### src/rtl/alu_ctrl_pkg.sv
// ALU control codes and multiplier FSM state shared by the EX-stage units.
package alu_ctrl_pkg;

  localparam logic [3:0] ALU_AND = 4'b0000;
  localparam logic [3:0] ALU_OR  = 4'b0001;
  localparam logic [3:0] ALU_ADD = 4'b0010;
  localparam logic [3:0] ALU_MUL = 4'b0011;
  localparam logic [3:0] ALU_SUB = 4'b0110;

  typedef enum logic [1:0] {
    IDLE = 2'd0,
    BUSY = 2'd1,
    DONE = 2'd2
  } mul_state_e;

endpackage

### src/rtl/mul_shift_add_dp.sv
// Shift-add multiplier datapath: operand regs, accumulator, shifters, counter.
// ALU_MUL_EARLY_TERM_EN: last step when the remaining multiplier runs out.
module mul_shift_add_dp
  import alu_ctrl_pkg::*;
#(
  parameter int XLEN = 32
) (
  input  logic            clk_i,
  input  logic            rst_i,
  input  logic            start_i,
  input  logic            step_i,
  input  logic [XLEN-1:0] data1_i,
  input  logic [XLEN-1:0] data2_i,
  output logic [XLEN-1:0] sum_o,
  output logic            last_o
);

  localparam int CW = (XLEN > 1) ? $clog2(XLEN) : 1;

  logic [XLEN-1:0] mcand_q;
  logic [XLEN-1:0] mplr_q;
  logic [XLEN-1:0] acc_q;
  logic [XLEN-1:0] acc_d;
  logic [CW-1:0]   cnt_q;
  logic            cnt_last;

  assign acc_d    = mplr_q[0] ? acc_q + mcand_q : acc_q;
  assign sum_o    = acc_d;
  assign cnt_last = (cnt_q == CW'(XLEN - 1));

`ifdef ALU_MUL_EARLY_TERM_EN
  // multiplier after this step's shift is zero: nothing left to add
  assign last_o = cnt_last | ~|mplr_q[XLEN-1:1];
`else
  assign last_o = cnt_last;
`endif

  always_ff @(posedge clk_i or negedge rst_i) begin
    if (!rst_i) begin
      mcand_q <= '0;
      mplr_q  <= '0;
      acc_q   <= '0;
      cnt_q   <= '0;
    end else if (start_i) begin
      mcand_q <= data1_i;
      mplr_q  <= data2_i;
      acc_q   <= '0;
      cnt_q   <= '0;
    end else if (step_i) begin
      acc_q   <= acc_d;
      mcand_q <= mcand_q << 1;
      mplr_q  <= mplr_q >> 1;
      cnt_q   <= cnt_q + CW'(1);
    end
  end

endmodule

### src/rtl/alu_mul_seq.sv
// Sequential EX-stage multiplier: FSM, pipeline stall and done pulse.
// ALU_MUL_EARLY_TERM_EN enables early termination in the datapath.
module alu_mul_seq
  import alu_ctrl_pkg::*;
#(
  parameter int XLEN = 32
) (
  input  logic            clk_i,
  input  logic            rst_i,
  input  logic            valid_i,
  input  logic [3:0]      aluCtrl_i,
  input  logic            flush_i,
  input  logic [XLEN-1:0] data1_i,
  input  logic [XLEN-1:0] data2_i,
  output logic            stall_o,
  output logic            done_o,
  output logic [XLEN-1:0] result_o
);

  mul_state_e      state_q;
  logic            done_q;
  logic [XLEN-1:0] result_q;
  logic            start;
  logic            step;
  logic            last;
  logic [XLEN-1:0] sum;

  // rst_i gate keeps stall low while reset is held
  assign start = rst_i & (state_q == IDLE) & valid_i
               & (aluCtrl_i == ALU_MUL) & ~flush_i;
  assign step  = (state_q == BUSY) & ~flush_i;

  assign stall_o  = start | (state_q == BUSY);
  assign done_o   = done_q;
  assign result_o = result_q;

  mul_shift_add_dp #(.XLEN(XLEN)) u_dp (
    .clk_i   (clk_i),
    .rst_i   (rst_i),
    .start_i (start),
    .step_i  (step),
    .data1_i (data1_i),
    .data2_i (data2_i),
    .sum_o   (sum),
    .last_o  (last)
  );

  always_ff @(posedge clk_i or negedge rst_i) begin
    if (!rst_i) begin
      state_q  <= IDLE;
      done_q   <= 1'b0;
      result_q <= '0;
    end else begin
      unique case (state_q)
        IDLE: begin
          done_q <= 1'b0;
          if (start) state_q <= BUSY;
        end
        BUSY: begin
          if (flush_i) begin
            state_q <= IDLE;
            done_q  <= 1'b0;
          end else if (last) begin
            state_q  <= DONE;
            done_q   <= 1'b1;
            result_q <= sum;
          end
        end
        DONE: begin
          state_q <= IDLE;
          done_q  <= 1'b0;
        end
        default: begin
          state_q <= IDLE;
          done_q  <= 1'b0;
        end
      endcase
    end
  end

endmodule

### config.mk
export PLATFORM = sky130hd
export DESIGN_NAME = alu_mul_seq
export DESIGN_NICKNAME = d
export VERILOG_FILES = /design/src/rtl/alu_ctrl_pkg.sv /design/src/rtl/mul_shift_add_dp.sv /design/src/rtl/alu_mul_seq.sv
export SDC_FILE = /design/constraint.sdc
export NUM_CORES = 1
export LEC_CHECK = 0
export BUFFER_PORTS_ARGS = -buffer_cell sky130_fd_sc_hd__buf_4
export CORE_UTILIZATION = 50
export CTS_CLUSTER_DIAMETER = 150
export DETAILED_ROUTE_END_ITERATION = 16
export PLACE_DENSITY = 0.71
export RECOVER_POWER = 100
export SLEW_MARGIN = 0
export SYNTH_ARGS = -nofsm -noshare
export SYNTH_HDL_FRONTEND = slang
export SYNTH_SLANG_ARGS = --single-unit
### constraint.sdc
create_clock -name clk_i -period 2.95 [get_ports clk_i]
set_clock_uncertainty 0.1 [all_clocks]
set_input_delay 0.4425 -clock clk_i [delete_from_list [all_inputs] [get_ports clk_i]]
set_output_delay 0.4425 -clock clk_i [all_outputs]
set_load 0.01 [all_outputs]
==> results_dict.tcl <==
set metrics [dict create \
    worstPathMaxFanout 6 \
    clk_latency_ns 0.43 \
    fin_nets 1031 \
    p_seq_share_pct 43.9 \
    violations "max-capacitance violations, max-slew violations" \
    rrSetupSlack_ns 0.16 \
    swShare_pct 26.05 \
    post_synth_instance_area_mm2 0.007416 \
    worstMarginPinSlew_ns 1.880 \
    period_share_pct 94.54 \
    finalHoldViolCount 0 \
    cts.path.max_buffers 2 \
    final_cells 1122 \
    dieHeight_um 123.8 \
    wirelength_um 18410 \
    ant_nets 0 \
    gp_congestion 0.8599 \
    clkPwrFrac_pct 43.5 \
    hp-start "data2_i[23]" \
    status "finished with violations" \
    rows 44 \
    place_hpwl_um 12200 \
    diodes 0 \
    clock-sinks 136 \
    fmaxAchievable_mhz 358.5 \
    worst_hold_slack_ns 0.1155 \
    drive_gt1_share_pct 15.03 \
    antenna_found_initial 0 \
    cts_buffers 17 \
    combPwrFrac_pct 12.6 \
    ir_worst_vdd_uv 429.8 \
    slew_headroom_pct -25.31 \
    hold_depth 3 \
    yosysUniqueCellTypes 58 \
    globalRoute.totalOverflow 0 \
    grt_max_degree 137 \
    power.density_mw_per_mm2 553.4 \
    design.die.area_mm2 0.01532 \
    path_class "reg -> reg" \
    drtIter0Drc 438 \
    synth_ff_type "dfrtp_1" \
    hp-class "in -> reg" \
    clk_pin_slew_ns 0.06 \
    synth_top_area_share_pct 45.89 \
    setup_viol 0 \
    ios 106 \
    track_usage_pct 25.22 \
    dpl.cell_count 1089 \
    cap_violations 1 \
    crit_arrival_ns 3.02 \
    p_leak_uw 0.004235 \
    slew_viol_final 137 \
    final.setup.tns_ns 0 \
    io_buffers 105 \
    yosys_warnings 0 \
    grt_pass1_wl_um 29500 \
    rr_worst_depth 10 \
    synth_edf_count 0 \
    endpoint_kind "flip-flop" \
    r2r_end "u_dp.acc_q[26]" \
    fin_crit_ns 2.789 \
    wire_per_inst_um 16.41 \
    cts-root-buf "clkbuf_16" \
    start_util_pct 51.22 \
    timing.rr.start "u_dp.mcand_q[9]" \
    synth_top_cell_by_area "dfrtp_1" \
    firstDrtPassIters 5 \
    coreArea_mm2 0.01448 \
    htree_levels 4 \
    grt_pass1_vias 5928 \
    cp-start-kind "flip-flop" \
    netlist_instances 833 \
    yosysSeqAreaShare_pct 45.89 \
    cts_tree "yes" \
    whs_endpoint "u_dp.mplr_q[23]" \
    dieWidth_um 123.8 \
    area_delta_synth_final_pct 20.23 \
    synth.ff_latch_count 136 \
    switching_power_uw 1286 \
    routed-via-count 6337 \
    avgSynthCellArea_um2 8.903 \
    crit_required_ns 3.18 \
    avgViaCountPerCell 5.648 \
    synth_async_sr_flop_share_pct 100.0 \
    intPower_uw 3649 \
    synth.area.top_cells "dfrtp_1 46%, nand2_1 11%, a22oi_1 6.1%" \
    drcViolationCount 0 \
    syn-num-nets 939 \
]
==> logic make-up after synthesis <==
family	count (synthesis)	share of synthesized area [%]
fa+ha+maj	34	5.838
xor+xnor	28	3.307
mux	24	3.239
flops	136	45.89
buf+inv	59	3.155
compound gates	233	20.45
simple gates	319	18.12
==> cells in the mapped netlist (all sizes together) (3+ instances only) <==
library cell / count
o22ai: 13
nor2b: 4
and3: 6
nor3b: 6
clkbuf: 42
nor2: 36
ha: 33
o21bai: 4
nand2b: 4
a21oi: 38
xnor2: 16
nor3: 6
nand4: 9
o211ai: 3
a221oi: 3
nand3: 14
o21ai: 69
inv: 9
a211o: 3
a22oi: 60
xor2: 12
or3: 3
buf: 8
o21a: 5
nand2: 224
a211oi: 4
a31oi: 4
mux2i: 24
a22o: 5
dfrtp: 136
a21o: 10
==> routing by layer <==
| layer | vias up | track usage (%) | part of all wire (%) |
|---|---|---|---|
| met5 | - | 0 | 0 |
| met4 | 0 | 8.810 | 1.9 |
| met3 | 28 | 6.364 | 5.9 |
| met2 | 181 | 39.79 | 46 |
| met1 | 3000 | 33.62 | 46 |
| li1 | 3128 | - | - |
==> cell usage in the layout (no fill, tap or decap), types with 3 or more instances in the layout <==
| cell | count |
|---|---|
| nand2_1 | 224 |
| dfrtp_1 | 135 |
| buf_4 | 84 |
| o21ai_0 | 66 |
| a22oi_1 | 60 |
| clkbuf_1 | 38 |
| nor2_1 | 35 |
| a21oi_1 | 33 |
| ha_1 | 29 |
| mux2i_1 | 24 |
| clkbuf_16 | 17 |
| xnor2_1 | 16 |
| nand3_1 | 14 |
| o22ai_1 | 13 |
| xor2_1 | 12 |
| a21o_1 | 10 |
| inv_1 | 9 |
| nand4_1 | 9 |
| and3_1 | 6 |
| nor3_1 | 6 |
| nor3b_1 | 6 |
| a21oi_2 | 5 |
| o21a_1 | 5 |
| a22o_1 | 5 |
| clkbuf_8 | 5 |
| nor2b_1 | 4 |
| a211oi_1 | 4 |
| nand2b_1 | 4 |
| o21bai_1 | 4 |
| a31oi_1 | 4 |
| or3_1 | 3 |
| a221oi_1 | 3 |
| ha_4 | 3 |
| clkinv_2 | 3 |
==> cell type report <==
class	instances	area (um2)
fillers	1274	5563
multi-input cells	638	3851
flip-flops and latches	136	3405
repair buffers	123	799.5
clock buffers	25	505.5
well taps	184	230.2
clock inverters	7	91.34
inverters	9	33.78
==> through the flow <==
step	util, %	cell area, um2	total power, uW	setup slack (ns)
2_1_floorplan	-	7416	2558	0.3061
3_3_place_gp	58.09	8411	2788	0.1672
3_5_place_dp	58.09	8411	2805	0.08087
4_1_cts	62.21	9007	4958	0.06608
5_1_grt	61.58	8916	5151	-0.0007800
6_report	61.58	8916	4934	0.1610
==> registers in the layout (all words and copies together) (netlist names) <==
register / count
u_dp.mcand_q: 32
u_dp.mplr_q: 32
result_o: 32
done_o: 1
u_dp.cnt_q: 5
state_q: 2
u_dp.acc_q: 32
==> how the worst max path moves through the flow <==
stage	end	from
floorplan	u_dp.acc_q[26]	u_dp.acc_q[0]
global placement	u_dp.acc_q[26]	u_dp.acc_q[0]
detailed placement	result_o[28]	u_dp.acc_q[0]
CTS	result_o[28]	u_dp.acc_q[0]
global route	u_dp.acc_q[31]	u_dp.mcand_q[2]
finish	u_dp.acc_q[26]	u_dp.mcand_q[9]
==> power groups by stage <==
| stage | registers [uW] | clock network, uW | logic [uW] |
|---|---|---|---|
| finish | 2170 | 2150 | 622 |
| global route | 2190 | 2260 | 704 |
| CTS | 2160 | 2180 | 620 |
| detailed placement | 2190 | 0 | 617 |
| global placement | 2190 | 0 | 600 |
| floorplan | 2130 | 0 | 428 |
==> critical path, cell delays in order, from the launching register on <==
cell,delay (ns)
dfrtp_1,0.40
ha_1,0.39
a21oi_2,0.10
a32oi_1,0.24
o31ai_2,0.09
buf_4,0.16
o211a_1,0.23
or3_1,0.43
a21oi_1,0.26
nor3_1,0.07
o32ai_1,0.22
==> what timing repair did <==
item                       in CTS  in global routing
gates resized for setup         0                 10
setup endpoints to repair       0                 13
hold endpoints to repair        0                  0
hold buffers                    0                  0
setup buffers                   0                  1
Note: power is estimated with default switching activity, not from simulation.
